$ cat config.mk
export PLATFORM = sky130hd
export DESIGN_NAME = gates_bist_flat
export DESIGN_NICKNAME = d
export VERILOG_FILES = /design/src/rtl/gates_bist_pkg.sv /design/src/rtl/gates_bist_if.sv /design/src/rtl/gates_bist_ref_model.sv /design/src/rtl/gates_bist.sv /design/src/flat_wrapper.sv
export SDC_FILE = /design/constraint.sdc
export NUM_CORES = 1
export LEC_CHECK = 0
export CAP_MARGIN = 20
export CORE_MARGIN = 1
export CORE_UTILIZATION = 55
export CTS_BUF_LIST = sky130_fd_sc_hd__clkbuf_8
export DETAILED_ROUTE_END_ITERATION = 16
export PLACE_DENSITY = 0.83
export SKIP_LAST_GASP = 1
export SLEW_MARGIN = 10
export SYNTH_ARGS = -nofsm -noshare
export SYNTH_HDL_FRONTEND = slang
export SYNTH_SLANG_ARGS = --single-unit
$ cat constraint.sdc
create_clock -name Clk -period 3.12 [get_ports Clk]
set_input_delay 0.312 -clock Clk [delete_from_list [all_inputs] [get_ports Clk]]
set_output_delay 0.312 -clock Clk [all_outputs]
set_load 0.02 [all_outputs]
$ cat src/rtl/gates_bist_pkg.sv
// gates_bist_pkg
//   Shared definitions for the gates BIST controller: FSM state encoding,
//   settle-time default and legal limits, and the expected-response table
//   for the AND/OR/XOR gates unit (indexed by stimulus {a,b}).
package gates_bist_pkg;

   typedef enum logic [1:0] {
      ST_IDLE  = 2'd0,
      ST_APPLY = 2'd1,
      ST_CHECK = 2'd2,
      ST_DONE  = 2'd3
   } state_t;

   localparam int unsigned SETTLE_DEF = 2;
   localparam int unsigned SETTLE_MIN = 1;
   localparam int unsigned SETTLE_MAX = 15;

   localparam int unsigned NUM_VEC = 4;
   localparam logic [2:0]  ERR_MAX = 3'd4;

   // resp[0:2] = {a AND b, a OR b, a XOR b}, a = stim[0], b = stim[1]
   localparam logic [0:2] EXP_RESP [NUM_VEC] = '{3'b000, 3'b011, 3'b011, 3'b110};

endpackage

$ cat src/rtl/gates_bist_if.sv
// gates_bist_if
//   Bus between the BIST controller and its environment.
//   start     : run request (environment -> BIST)
//   stim[0:1] : stimulus vector to the gates unit (BIST -> env)
//   resp[0:2] : gates unit response (env -> BIST)
//   busy/done/pass/err_count/fail_vec : run status (BIST -> env)
interface gates_bist_if;

   logic        start;
   logic [0:1]  stim;
   logic [0:2]  resp;
   logic        busy;
   logic        done;
   logic        pass;
   logic [2:0]  err_count;
   logic [0:3]  fail_vec;

   modport master (
      output start, resp,
      input  stim, busy, done, pass, err_count, fail_vec
   );

   modport slave (
      input  start, resp,
      output stim, busy, done, pass, err_count, fail_vec
   );

endinterface

$ cat src/rtl/gates_bist_ref_model.sv
// gates_ref_model
//   Combinational expected-response lookup for the gates unit.
//   i_stim[0:1] : stimulus vector {a,b}
//   o_exp[0:2]  : expected response {AND, OR, XOR}
module gates_ref_model
   import gates_bist_pkg::*;
(
   input  logic [0:1] i_stim,
   output logic [0:2] o_exp
);

   assign o_exp = EXP_RESP[i_stim];

endmodule

$ cat src/rtl/gates_bist.sv
// gates_bist
//   Built-in self test for a 2-input AND/OR/XOR gates unit. On start it
//   walks the four input vectors, holds each for SETTLE cycles, checks the
//   response for one cycle, and reports per-vector failures, a saturating
//   mismatch count and an overall pass flag.
//   Clk     : rising-edge clock
//   Reset_L : asynchronous active-low reset
//   bus     : start/stim/resp handshake and status outputs (slave side)
module gates_bist
   import gates_bist_pkg::*;
#(
   parameter int unsigned SETTLE = SETTLE_DEF
)(
   input  logic          Clk,
   input  logic          Reset_L,
   gates_bist_if.slave   bus
);

   localparam logic [3:0] SETTLE_LAST = 4'(SETTLE - 1);

   state_t      r_state, w_state_nxt;
   logic [1:0]  r_idx;
   logic [3:0]  r_settle;
   logic [2:0]  r_err;
   logic [0:3]  r_fail;
   logic        r_pass;

   logic [0:1]  w_stim;
   logic [0:2]  w_exp;
   logic        w_settle_last;
   logic        w_mismatch;

   // Stimulus is only presented while a vector is live; idle/done park at 00.
   assign w_stim        = (r_state == ST_APPLY || r_state == ST_CHECK) ? r_idx : 2'b00;
   assign w_settle_last = (r_settle == SETTLE_LAST);
   assign w_mismatch    = (bus.resp != w_exp);

   gates_ref_model u_ref (
      .i_stim (w_stim),
      .o_exp  (w_exp)
   );

   always_ff @(posedge Clk or negedge Reset_L) begin
      if (!Reset_L) r_state <= ST_IDLE;
      else          r_state <= w_state_nxt;
   end

   always_comb begin
      w_state_nxt = r_state;
      case (r_state)
         ST_IDLE:  if (bus.start)     w_state_nxt = ST_APPLY;
         ST_APPLY: if (w_settle_last) w_state_nxt = ST_CHECK;
         ST_CHECK: w_state_nxt = (r_idx == 2'd3) ? ST_DONE : ST_APPLY;
         ST_DONE:  w_state_nxt = ST_IDLE;
         default:  w_state_nxt = ST_IDLE;
      endcase
   end

   always_ff @(posedge Clk or negedge Reset_L) begin
      if (!Reset_L) begin
         r_idx    <= '0;
         r_settle <= '0;
         r_err    <= '0;
         r_fail   <= '0;
         r_pass   <= 1'b0;
      end else begin
         case (r_state)
            ST_IDLE: begin
               if (bus.start) begin
                  r_idx    <= '0;
                  r_settle <= '0;
                  r_err    <= '0;
                  r_fail   <= '0;
                  r_pass   <= 1'b0;
               end
            end
            ST_APPLY: r_settle <= w_settle_last ? 4'd0 : r_settle + 4'd1;
            ST_CHECK: begin
               if (w_mismatch) begin
                  r_err         <= (r_err >= ERR_MAX) ? ERR_MAX : r_err + 3'd1;
                  r_fail[r_idx] <= 1'b1;
               end
               // wraps 3 -> 0 on the way to DONE, ready for the next run
               r_idx <= r_idx + 2'd1;
            end
            ST_DONE: r_pass <= (r_err == 3'd0);
            default: ;
         endcase
      end
   end

   assign bus.stim      = w_stim;
   assign bus.busy      = (r_state == ST_APPLY) || (r_state == ST_CHECK);
   assign bus.done      = (r_state == ST_DONE);
   assign bus.pass      = r_pass;
   assign bus.err_count = r_err;
   assign bus.fail_vec  = r_fail;

endmodule

$ cat src/flat_wrapper.sv
// flat-port wrapper written by rule: the top's interface ports become plain ports
module gates_bist_flat import gates_bist_pkg::*;
#(
   parameter int unsigned SETTLE = SETTLE_DEF
)
  (Clk, Reset_L, bus_start, bus_resp, bus_stim, bus_busy, bus_done, bus_pass, bus_err_count, bus_fail_vec);
  gates_bist_if bus_i ();
  input  logic Clk;
  input  logic Reset_L;
  input wire logic [$bits(bus_i.start)-1:0] bus_start;
  input wire logic [$bits(bus_i.resp)-1:0] bus_resp;
  output wire logic [$bits(bus_i.stim)-1:0] bus_stim;
  output wire logic [$bits(bus_i.busy)-1:0] bus_busy;
  output wire logic [$bits(bus_i.done)-1:0] bus_done;
  output wire logic [$bits(bus_i.pass)-1:0] bus_pass;
  output wire logic [$bits(bus_i.err_count)-1:0] bus_err_count;
  output wire logic [$bits(bus_i.fail_vec)-1:0] bus_fail_vec;
  assign bus_i.start = bus_start;
  assign bus_i.resp = bus_resp;
  assign bus_stim = bus_i.stim;
  assign bus_busy = bus_i.busy;
  assign bus_done = bus_i.done;
  assign bus_pass = bus_i.pass;
  assign bus_err_count = bus_i.err_count;
  assign bus_fail_vec = bus_i.fail_vec;
  gates_bist #(.SETTLE(SETTLE)) u_core (.Clk(Clk), .Reset_L(Reset_L), .bus(bus_i));
endmodule
* After elaboration in Yosys (flattened, before gate mapping)
Index checks and enable logic that the tools add are counted.
Cells by class: add/subtract/negate cells 3, magnitude comparators 4, equality and inequality tests 9, multiplexer cells 23, bitwise operators 3, reductions and logical operators 12
Operator list (number):
- one-hot mux 4 bit (2 select lines) | 2
- two-way mux 3 bit | 5
- two-way mux 4 bit | 3
- two-way mux 2 bit | 5
- greater-or-equal comparator 3 bit, second input constant | 3
- one-hot mux 2 bit (4 select lines) | 1
- AND reduction 2 bit | 4
- binary-select mux 3 bit (select 2 bit) | 1
- == test 2 bit, second input constant | 3
- inverter 2 -> 3 bit | 2
- one-hot mux 3 bit (2 select lines) | 1
- nonzero test 2 bit | 3
- adder 4 x 1 -> 4 bit, second input constant | 1
- == test 4 x 1 -> 1 bit, second input constant | 1
- inequality test 2 x 1 -> 1 bit, second input constant | 2
- OR 4 bit | 1
- one-hot mux 2 bit (2 select lines) | 1
- adder 3 x 1 -> 3 bit, second input constant | 1
- zero test 3 bit | 1
- less-than comparator 3 x 1 -> 1 bit, second input constant | 1
- inequality test 3 bit | 1
- AND reduction 3 bit | 1
- adder 2 x 1 -> 2 bit, second input constant | 1
- demux 1 bit (select 2 bit) | 1
- 7 further kinds | 8
Storage, ports and cells: output and inout port bits 12, input bits 6, register bits after elaboration 16

* Logic depth before layout (Yosys ltp)
Gate-level depths: netlist (run 1).
depth after elaboration 10, depth in mapped cells 9, gate-level depth less buffers 9

* By module
A second synthesis (run 1) with hierarchy kept.
Second synthesis, totals: cells, all modules 108, area total of the unflattened synthesis 1041.0 sq um
Modules (own cells, without submodules):
- gates_bist | cells each 103, instances 1, area an instance 1004.7 sq um, sequential area each 400.4 sq um
- gates_ref_model | cells each 5, instances 1, area an instance 36.3 sq um, sequential area each 0.0 sq um

* Worst setup path before layout (run 1)
No wires, ideal clock.
path type register to register, from reg u_core.r_state[1], to reg u_core.r_err[0], in the netlist u_core.bus.err_count[0], path slack 0.739 ns, clock period less this slack 2.381 ns, arrival time 2.256 ns, stages on the path, launching flop included 10, cells stage by stage dfrtp_1 inv_1 ha_1 and2_1 inv_1 ha_1 xor2_1 nor3_4 nor4b_2 mux2_2
Between the ends: cells in the longest elaborated chain, start to end 10, elaborated cells on any way between the ends 15
Ends and longest elaborated chain:
- start, declared | RTL line gates_bist.sv:21 | state_t r_state, w_state_nxt;
- start signal, assigned | RTL line gates_bist.sv:45 | else r_state <= w_state_nxt;
- == test 2 x 1 -> 1 bit / == test 2 bit (equally long branches)
- logical OR 1 bit *
- via bus_busy | RTL line flat_wrapper.sv:13 | output wire logic [$bits(bus_i.busy)-1:0] bus_busy;
- two-way mux 2 bit * | RTL line gates_bist.sv:34 | assign w_stim = (r_state == ST_APPLY || r_state == ST_CHECK) ? r_idx : 2'b00;
- via bus_stim[0] | RTL line flat_wrapper.sv:12 | output wire logic [$bits(bus_i.stim)-1:0] bus_stim;
- inverter 2 -> 3 bit (implied by the code) * | RTL line gates_bist_ref_model.sv:12 | assign o_exp = EXP_RESP[i_stim];
- binary-select mux 3 bit (select 2 bit) * | RTL line gates_bist_ref_model.sv:12
- two-way mux 3 bit (implied by the code) * (2 in a row) | RTL line gates_bist_ref_model.sv:12
- inequality test 3 bit * | RTL line gates_bist.sv:36 | assign w_mismatch = (bus.resp != w_exp);
- inequality test 2 x 1 -> 1 bit (no source line) *
- AND reduction 3 bit (no source line) *
- end signal, assigned | RTL line gates_bist.sv:80 | r_err <= (r_err >= ERR_MAX) ? ERR_MAX : r_err + 3'd1;
- end, declared | RTL line gates_bist.sv:24 | logic [2:0] r_err;
The timed path passes the listed nets; every way through them passes the cells marked *. The select of a mux whose other input is x is not followed. A chain may end at the register's enable or synchronous reset.

* Worst setup path after layout (run 1)
from reg u_core.r_state[1], to reg u_core.r_err[0], in the netlist u_core.bus.err_count[0]
Between the ends: cells in the longest elaborated chain, start to end 10, elaborated cells on any way between the ends 15
Ends and longest elaborated chain (RTL line):
- == test 2 x 1 -> 1 bit / == test 2 bit (equally long branches) | gates_bist.sv:34, gates_bist.sv:67
- logical OR 1 bit | gates_bist.sv:34
- two-way mux 2 bit | gates_bist.sv:34
- inverter 2 -> 3 bit (implied by the code) | gates_bist_ref_model.sv:12
- binary-select mux 3 bit (select 2 bit) | gates_bist_ref_model.sv:12
- two-way mux 3 bit (implied by the code) (2 in a row) | gates_bist_ref_model.sv:12
- inequality test 3 bit | gates_bist.sv:36
- inequality test 2 x 1 -> 1 bit (no source line)
- AND reduction 3 bit (no source line)
Several ways; a longest one is shown, not always the timed one. The select of a mux whose other input is x is not followed.

==> impl_metrics.py, run 1 <==
metrics = {
    "power": {
        "p_sw_frac": 0.4306,
        "comb_power_share": 0.562,
        "seqPwrFrac": 0.285,
        "power_density_nw_per_um2": 978.2,
        "p_sw_w": 0.0005244,
        "p_leak_nw": 0.5797,
        "clkPwrFrac": 0.153,
        "internal_power_w": 0.0006934,
        "max-vdd-ir-drop_mv": 0.6438,
    },
    "route": {
        "wirelength_um": 2043,
        "drt_iter0_markers": 8,
        "firstDrtPassIters": 4,
        "post_drt_wl_per_cell_um": 14.29,
        "vias_per_cell": 5.378,
        "vias": 769,
        "ant_nets": 0,
        "drc": 0,
    },
    "global_route": {
        "grt_util_all_layers": 0.2312,
        "grt_pass1_wl_um": 3263,
        "grt_pass1_vias": 733,
        "grt_overflow": 0,
        "grt_max_degree": 17,
        "antenna_found_initial": 0,
    },
    "floorplanning": {
        "die-area_um2": 1999,
        "die_y_um": 44.72,
        "design.core.area_um2": 1727,
        "rows": 15,
        "chipWidth_um": 44.72,
        "io_pins": 18,
        "initial_core_util": 0.5812,
    },
    "clock_tree": {
        "cts_tree": "yes",
        "post_cts_resized": 0,
        "cts.clk_slew.worst_paths_ps": 60,
        "cts_inserted_buffers": 3,
        "clockBufferDepth": 2,
        "clkSinkCount": 16,
        "postCtsHoldBufs": 0,
        "clockRootBuffer": "clkbuf_8",
        "post-cts-setup-buffers": 0,
        "clk_latency_ps": 250,
        "cts_max_level": 1,
    },
    "logic_synthesis": {
        "synth_compound_area_frac": 0.1758,
        "synth_flop_cell": "dfrtp_1",
        "synth_top_family_by_area": "compound AO/OA/AOI/OAI gates",
        "synth_seq_area_share": 0.3990,
        "syn_nets": 119,
        "async_reset_ff_frac": 1.000,
        "synthMuxAreaShare": 0.02120,
        "synthXorXnorAreaFrac": 0.02618,
        "post_synth_num_cell_types": 31,
        "yosysWarnings": 0,
        "synth_edf_count": 0,
        "netlist_area_um2": 1003,
        "ys_seq_elements": 16,
        "netlist_instances": 99,
        "syn_area_per_cell_um2": 10.14,
        "synthSimpleGateAreaFrac": 0.1546,
        "synth_fa_ha_area_frac": 0.1746,
    },
    "worst_setup_path": {
        "critPathSlowestCell": "dfrtp_1",
        "required_ps": 3260,
        "cp-start-kind": "flip-flop",
        "critical_path.max_stage_delay_ps": 410,
        "cp.arrival_ps": 2420,
        "crit_chain": "inv_1, ha_1, and2_1, inv_1, ha_1, xor2_1, nor3_4, nor4b_2, mux2_2",
        "crit_fanout": 7,
        "critical_path_class": "reg -> reg",
        "critPathCaptureType": "flip-flop",
    },
    "timing": {
        "fmax_ghz": 0.4394,
        "finalCritPeriodShare": 0.7294,
        "slew_violations": 0,
        "tightest_slew_ps": 727.6,
        "tns_ps": 0,
        "finClkSkew_ps": 0.5132,
        "period_minus_slack_ps": 2276,
        "finalSetupViolations": 0,
        "hold_viol_final": 0,
        "setup_slack_ps": 844.4,
        "maxSlewHeadroom": 0.5134,
        "rsz0062_at_grt": "false",
    },
    "run_status": {
        "outcome": "finished clean",
    },
    "job": {
        "max-cap-violations": 0,
    },
    "placement": {
        "gp_congestion": 0.7741,
        "io_buffers": 17,
        "place_ws_ps": 876.1,
        "hpwl_um": 1496,
    },
    "finish": {
        "area_growth_pct": 24.06,
        "drive_above_1_share": 0.08475,
        "finalNetCount": 139,
        "diodes": 0,
    },
    "hold_path": {
        "holdCritPathClass": "in -> async",
    },
}
-- placed cells by master, fill, tap and decap left out, drive strengths merged --
cell,instances
mux2i,1
nand2b,3
a21o,1
a21oi,1
dfrtp,16
nand2,8
xnor2,1
a21boi,1
a22o,2
o21ai,16
clkbuf,4
mux2,1
and2,1
o41ai,1
and3,1
a32o,1
clkdlybuf4s50,17
nor3,1
xor2,2
o31ai,3
nand3,6
nor2b,1
ha,14
and2b,1
inv,9
nor4b,1
nor2,3
o31a,1
-- worst max-delay path: cells and delay by family (launching register included) --
family / cells / cell delay [ps]
adders and majority gates: 2 / 590
and+or+nand+nor: 3 / 570
buffers and inverters: 2 / 130
DFF: 1 / 410
muxes: 1 / 260
xor gates and xnor gates: 1 / 190
-- power groups by stage --
stage	logic [W]	registers, W	clock network, W
2_1_floorplan	0.000420	0.000386	0
3_3_place_gp	0.000654	0.000347	0
3_5_place_dp	0.000679	0.000351	0
4_1_cts	0.000685	0.000347	0.000189
5_1_grt	0.000744	0.000356	0.000200
6_report	0.000685	0.000347	0.000186
-- sequential cells by signal, summed over array words and instances (netlist names) --
register,cells
u_core.bus.fail_vec,4
u_core.r_idx,2
u_core.bus.err_count,3
u_core.bus.pass,1
u_core.r_settle,4
u_core.r_state,2
-- cell type report --
type	count	area, µm²
clock buffer	4	55.05
fill	135	481.7
inverter	9	33.78
multi-input combinational	72	554.3
sequential	16	400.4
tap	25	31.28
timing repair buffer	17	170.2
-- worst paths after layout --
check	from	endpoint	slack (ps)	depth (start not counted)
min in group Clk	u_core.bus.pass$_DFFE_PN0P_	u_core.bus.pass$_DFFE_PN0P_	510	2
max	u_core.r_state[1]$_DFFE_PN0P_	u_core.bus.err_count[0]$_DFFE_PN0P_	840	9
min	Reset_L	u_core.r_settle[0]$_DFFE_PN0P_	490	1
max reg2reg	u_core.r_state[1]$_DFFE_PN0P_	u_core.bus.err_count[0]$_DFFE_PN0P_	840	9
min reg2reg	u_core.bus.pass$_DFFE_PN0P_	u_core.bus.pass$_DFFE_PN0P_	510	2
max in group asynchronous	Reset_L	u_core.bus.fail_vec[3]$_DFFE_PN0P_	2170	1
-- stage by stage --
| stage | hold WS [ps] | utilization | std cells | total power (W) | instance area (µm²) |
|---|---|---|---|---|---|
| global placement | 490.8 | 0.6891 | 139 | 0.001002 | 1190 |
| floorplan | 16.41 | - | 99 | 0.0008063 | 1003 |
| detailed placement | 500.5 | 0.6891 | 139 | 0.001031 | 1190 |
| finish | 492.8 | 0.7210 | 143 | 0.001218 | 1245 |
| global route | 549.2 | 0.7210 | 143 | 0.001300 | 1245 |
| CTS | 515.2 | 0.7210 | 143 | 0.001221 | 1245 |
-- kinds of logic (layout without fill, tap and decap cells) --
logic type	Yosys count	in the layout
compound gates	27	27
flops	16	16
simple gates	26	26
fa+ha+maj	14	14
buf+inv	11	30
xor+xnor	3	3
mux	2	2
-- Yosys cell counts (2+ instances only) --
library cell  number  area [µm²]
a22o_1             2       17.52
dfrtp_1           16       400.4
ha_1              14       175.2
inv_1              9       33.78
nand2_1            8       30.03
nand2b_1           2       12.51
nand3_1            6       30.03
nor2_1             3       11.26
o21ai_0           13       65.06
o21ai_1            3       15.01
o31ai_1            2       15.01
xor2_1             2       17.52
-- routing by layer --
layer | vias up | share of wire | GRT usage
li1 | 383 | - | -
met1 | 358 | 0.48 | 0.2813
met2 | 21 | 0.46 | 0.3824
met3 | 7 | 0.031 | 0.05600
met4 | 0 | 0.027 | 0.1152
met5 | - | 0 | 0
(Power assumes the default switching activity.)
==> run 2, diff against run 1 <==
--- a/config.mk
+++ b/config.mk
@@ -7,10 +7,10 @@
 export LEC_CHECK = 0
 export CAP_MARGIN = 20
 export CORE_MARGIN = 1
-export CORE_UTILIZATION = 55
+export CORE_UTILIZATION = 48
 export CTS_BUF_LIST = sky130_fd_sc_hd__clkbuf_8
 export DETAILED_ROUTE_END_ITERATION = 16
-export PLACE_DENSITY = 0.83
+export PLACE_DENSITY = 0.77
 export SKIP_LAST_GASP = 1
 export SLEW_MARGIN = 10
 export SYNTH_ARGS = -nofsm -noshare
==> constraint.sdc (replaced) <==
create_clock -name Clk -period 2.08 [get_ports Clk]
set_input_delay 0.208 -clock Clk [delete_from_list [all_inputs] [get_ports Clk]]
set_output_delay 0.208 -clock Clk [all_outputs]
set_load 0.02 [all_outputs]
==> impl_metrics.py, run 2 (synthesized netlist as in run 1, its figures left out) <==
metrics = {
    "run_status": {
        "outcome": "finished clean",
    },
    "route": {
        "ant_nets": 0,
        "post_drt_wl_per_cell_um": 14.01,
        "vias": 792,
        "wirelength_um": 2129,
        "drt_iter0_markers": 15,
        "firstDrtPassIters": 4,
        "drc": 0,
        "vias_per_cell": 5.211,
    },
    "timing": {
        "hold_viol_final": 0,
        "finClkSkew_ps": 2.723,
        "hold_ws_ps": 392.3,
        "period_minus_slack_ps": 2014,
        "tightest_slew_ps": 742.2,
        "rsz0062_at_grt": "false",
        "finalCritPeriodShare": 0.9682,
        "fmax_ghz": 0.4966,
        "maxSlewHeadroom": 0.5036,
        "finalSetupViolations": 0,
        "slew_violations": 0,
    },
    "worst_setup_path": {
        "critPathCaptureType": "flip-flop",
        "crit_path_end": "u_core.bus.err_count[0]$_DFFE_PN0P_",
        "cp.arrival_ps": 2150,
        "critPathLaunch": "u_core.r_state[0]$_DFFE_PN0P_",
        "required_ps": 2220,
        "timing.rr.end": "u_core.bus.err_count[0]$_DFFE_PN0P_",
        "critical_path_class": "reg -> reg",
        "reg2reg_from": "u_core.r_state[0]$_DFFE_PN0P_",
        "crit_fanout": 5,
        "worst-r2r-setup-slack_ps": 70,
        "r2r_cells": 9,
        "cp-start-kind": "flip-flop",
    },
    "clock_tree": {
        "cts_max_level": 1,
        "cts_tree": "yes",
        "clkSinkCount": 16,
        "cts.clk_slew.worst_paths_ps": 70,
        "clk_latency_ps": 250,
        "clockRootBuffer": "clkbuf_8",
        "cts_inserted_buffers": 3,
        "postCtsHoldBufs": 0,
        "clockBufferDepth": 2,
    },
    "global_route": {
        "grt_pass1_vias": 773,
        "antenna_found_initial": 0,
        "grt_util_all_layers": 0.2153,
        "grt_overflow": 0,
        "grt_pass1_wl_um": 3305,
        "grt_max_degree": 17,
    },
    "placement": {
        "io_buffers": 17,
        "dpl_cell_area_um2": 1250,
        "gp_congestion": 0.7214,
        "hpwl_um": 1578,
    },
    "power": {
        "max-vdd-ir-drop_mv": 0.8302,
        "p_leak_nw": 0.6155,
        "power_density_nw_per_um2": 1496,
    },
    "finish": {
        "final_core_util": 0.6818,
        "diodes": 0,
        "area_growth_pct": 33.29,
        "mostFrequentLayoutCells": "clkdlybuf4s50_1, dfrtp_1, o21ai_0",
        "drive_above_1_share": 0.2080,
        "layout_commonest_cell": "clkdlybuf4s50_1",
        "fin_area_um2": 1338,
        "finalNetCount": 146,
    },
    "floorplanning": {
        "io_pins": 18,
        "die_y_um": 47.72,
        "chipWidth_um": 47.72,
        "design.core.area_um2": 1962,
        "rows": 16,
        "initial_core_util": 0.5115,
        "die-area_um2": 2277,
    },
    "hold_path": {
        "holdCritPathClass": "in -> async",
    },
    "job": {
        "max-cap-violations": 0,
    },
}
run 2: cell count changes in the layout (fill, tap and decap cells not counted), moves of 2 or more:
cell   previous run  this run
ha_4              0         2
inv_2             0         4
inv_1             9         5
buf_4             0         7
ha_1             14        12
run 2: repair_timing:
| item | 4_1_cts | 5_1_grt |
|---|---|---|
| pin swaps | 1 | 2 |
| buffers inserted | 3 | 1 |
| resized for setup | 0 | 2 |
| endpoints found under the setup margin | 1 | 2 |
| endpoints found under the hold margin | 0 | 0 |
run 2: per-stage QoR:
step / TNS, ps / worst slack (ps) / std cells / power, W
after global placement: 0 / 43.07 / 144 / 0.001619
after CTS: 0 / 11.31 / 151 / 0.001986
final: 0 / 66.13 / 152 / 0.002001
after floorplan: 0 / 23.70 / 99 / 0.001296
after detailed placement: -15.46 / -15.46 / 144 / 0.001657
after global routing: 0 / 3.310 / 152 / 0.002144
run 2: final cells by class:
type	instances	area [µm²]
fillers	175	624.3
well taps	27	33.78
multi-input cells	72	591.8
clock buffers	4	55.05
inverters	9	33.78
repair buffers	24	222.7
flip-flops and latches	16	400.4
run 2: critical path, cell delays in order (launching register included):
cell and delay, ps:
dfrtp_1 390, inv_2 100, ha_4 210, and2_4 160, inv_2 60, ha_4 190
xor2_2 180, nor3_4 230, nor4b_2 100, mux2_2 270
run 2: report_power, final:
group	total (W)	internal, W	leakage, nW	switching, W
clock network	0.000281	0.000168	0.0288	0.000112
logic	0.00120	0.000571	0.374	0.000624
registers	0.000525	0.000424	0.213	0.000101
run 2: worst min path at each step:
| stage | startpoint | to | slack [ps] | cells past startpoint |
|---|---|---|---|---|
| after detailed placement | u_core.bus.fail_vec[0]$_DFFE_PN0P_ | u_core.bus.fail_vec[0]$_DFFE_PN0P_ | 510 | 2 |
| after global placement | u_core.bus.pass$_DFFE_PN0P_ | u_core.bus.pass$_DFFE_PN0P_ | 490 | 2 |
| after floorplan | Reset_L | u_core.bus.err_count[0]$_DFFE_PN0P_ | -90 | 0 |
| final | Reset_L | u_core.bus.pass$_DFFE_PN0P_ | 390 | 1 |
| after CTS | Reset_L | u_core.bus.pass$_DFFE_PN0P_ | 420 | 1 |
| after global routing | Reset_L | u_core.bus.err_count[1]$_DFFE_PN0P_ | 470 | 1 |
run 2: per-layer routing:
metal / vias up / global-route usage / part of all wire
li1: 393 / - / -
met1: 382 / 0.2459 / 0.46
met2: 12 / 0.3811 / 0.49
met3: 5 / 0.05660 / 0.038
met4: 0 / 0.08333 / 0.014
met5: - / 0 / 0
==> run 3, diff against run 2 <==
--- a/config.mk
+++ b/config.mk
@@ -10,7 +10,7 @@
 export CORE_UTILIZATION = 48
 export CTS_BUF_LIST = sky130_fd_sc_hd__clkbuf_8
 export DETAILED_ROUTE_END_ITERATION = 16
-export PLACE_DENSITY = 0.77
+export PLACE_DENSITY_LB_ADDON = 0.3
 export SKIP_LAST_GASP = 1
 export SLEW_MARGIN = 10
 export SYNTH_ARGS = -nofsm -noshare
==> impl_metrics.py, run 3 (synthesized netlist as in run 1, its figures left out) <==
metrics = {
    "power": {
        "p_sw_frac": 0.4237,
        "seqPwrFrac": 0.263,
        "power_w": 0.001986,
        "p_sw_w": 0.0008414,
        "comb_power_share": 0.621,
        "power_density_nw_per_um2": 1474,
        "p_leak_nw": 0.6148,
        "clkPwrFrac": 0.116,
        "max-vdd-ir-drop_mv": 0.9781,
        "internal_power_w": 0.001145,
    },
    "placement": {
        "gp_congestion": 0.7507,
        "place_ws_ps": -21.74,
        "hpwl_um": 1545,
        "dpl_cell_area_um2": 1250,
        "io_buffers": 17,
    },
    "floorplanning": {
        "die-area_um2": 2277,
        "io_pins": 18,
        "die_y_um": 47.72,
        "design.core.area_um2": 1962,
        "rows": 16,
        "initial_core_util": 0.5115,
        "chipWidth_um": 47.72,
    },
    "global_route": {
        "grt_pass1_wl_um": 3194,
        "antenna_found_initial": 0,
        "grt_max_degree": 17,
        "grt_pass1_vias": 756,
        "grt_util_all_layers": 0.1994,
        "grt_overflow": 0,
    },
    "route": {
        "wirelength_um": 2142,
        "ant_nets": 0,
        "drt_iter0_markers": 29,
        "post_drt_wl_per_cell_um": 14.09,
        "firstDrtPassIters": 4,
        "vias": 796,
        "vias_per_cell": 5.237,
        "drc": 0,
    },
    "finish": {
        "finalNetCount": 147,
        "mostFrequentLayoutCells": "clkdlybuf4s50_1, dfrtp_1, o21ai_0",
        "final_core_util": 0.6869,
        "num-fill-cells": 155,
        "diodes": 0,
        "regArea_um2": 400.4,
        "fin_area_um2": 1348,
        "layout_commonest_cell": "clkdlybuf4s50_1",
        "area_growth_pct": 34.29,
        "multi_input_area_um2": 608.1,
        "drive_above_1_share": 0.2160,
    },
    "clock_tree": {
        "clockRootBuffer": "clkbuf_8",
        "cts.clk_slew.worst_paths_ps": 60,
        "cts_inserted_buffers": 3,
        "clkSinkCount": 16,
        "clockBufferDepth": 2,
        "postCtsHoldBufs": 0,
        "cts_max_level": 1,
        "cts_tree": "yes",
        "clk_latency_ps": 250,
    },
    "timing": {
        "finalCritPeriodShare": 0.9799,
        "tns_ps": 0,
        "finalSetupViolations": 0,
        "hold_viol_final": 0,
        "tightest_slew_ps": 692.4,
        "fmax_ghz": 0.4906,
        "setup_slack_ps": 41.70,
        "slew_violations": 0,
        "finClkSkew_ps": 2.095,
        "maxSlewHeadroom": 0.5369,
        "period_minus_slack_ps": 2038,
    },
    "worst_setup_path": {
        "critical_path_class": "reg -> reg",
        "required_ps": 2210,
        "crit_chain": "inv_2, ha_4, and2_4, ha_1, xor2_2, nor3_4, nor4b_4, mux2_2",
        "critPathCaptureType": "flip-flop",
        "critPathBufInv": 1,
        "crit_fanout": 6,
        "cp.arrival_ps": 2170,
        "critPathTopFamily": "simple AND/OR/NAND/NOR gates",
        "critPathSlowestCell": "dfrtp_1",
        "critical_path.max_stage_delay_ps": 380,
        "cp-start-kind": "flip-flop",
    },
    "hold_path": {
        "holdCritPathClass": "in -> async",
    },
    "job": {
        "max-cap-violations": 0,
    },
    "run_status": {
        "outcome": "finished clean",
    },
}
==> run 3: changes by cell type in the layout (fill, tap and decap cells not counted), sizes merged <==
cell,change
buf,+1
clkbuf,-1
==> run 3: metrics by stage <==
stage / hold WS, ps / std cells
finish: 380.2 / 152
global route: 446.1 / 152
CTS: 415.2 / 150
detailed placement: 500.2 / 144
global placement: 489.2 / 144
floorplan: -87.59 / 99
==> run 3: path summary, 6_finish.rpt <==
path                                                         start                                   to  slack (ps)  cells past startpoint
worst max-delay path                 u_core.r_state[1]$_DFFE_PN0P_  u_core.bus.err_count[0]$_DFFE_PN0P_          40                      8
worst min-delay path                                       Reset_L   u_core.bus.fail_vec[0]$_DFFE_PN0P_         380                      1
worst max register to register       u_core.r_state[1]$_DFFE_PN0P_  u_core.bus.err_count[0]$_DFFE_PN0P_          40                      8
worst min register to register  u_core.bus.fail_vec[1]$_DFFE_PN0P_   u_core.bus.fail_vec[1]$_DFFE_PN0P_         520                      2
max in group asynchronous                                  Reset_L        u_core.r_state[0]$_DFFE_PN0P_        1260                      1
min in group Clk                u_core.bus.fail_vec[1]$_DFFE_PN0P_   u_core.bus.fail_vec[1]$_DFFE_PN0P_         520                      2
==> run 3: power by group through the flow <==
stage	Sequential, W	Clock, W	Combinational (W)
floorplan	0.000582	0	0.000713
global placement	0.000520	0	0.00108
detailed placement	0.000527	0	0.00112
CTS	0.000517	0.000232	0.00118
global route	0.000536	0.000249	0.00136
finish	0.000523	0.000230	0.00123
==> run 3: routing by layer <==
layer / vias to the layer above / part of all wire / global-route usage
li1: 394 / - / -
met1: 378 / 0.43 / 0.2657
met4: 0 / 0.0051 / 0.08333
met5: - / 0 / 0
met2: 22 / 0.53 / 0.3270
met3: 2 / 0.034 / 0.02264
==> run 3: repair_timing <==
| item | CTS | global route |
|---|---|---|
| resized for setup | 1 | 3 |
| setup buffers | 3 | 2 |
| pin swaps | 2 | 1 |
| endpoints found under the setup margin | 1 | 2 |
==> run 3: area by class of cell <==
type,count,area share
multi-input cells,72,0.4513
inverters,9,0.02507
clock buffers,3,0.03064
flip-flops and latches,16,0.2971
repair buffers,25,0.1708
well taps,27,0.02507
==> run 3: worst reg2reg max path: stages (launching register included) <==
cell and delay (ps):
dfrtp_1 380, inv_2 80, ha_4 210, and2_4 170
ha_1 210, xor2_2 190, nor3_4 320, nor4b_4 90
mux2_2 280
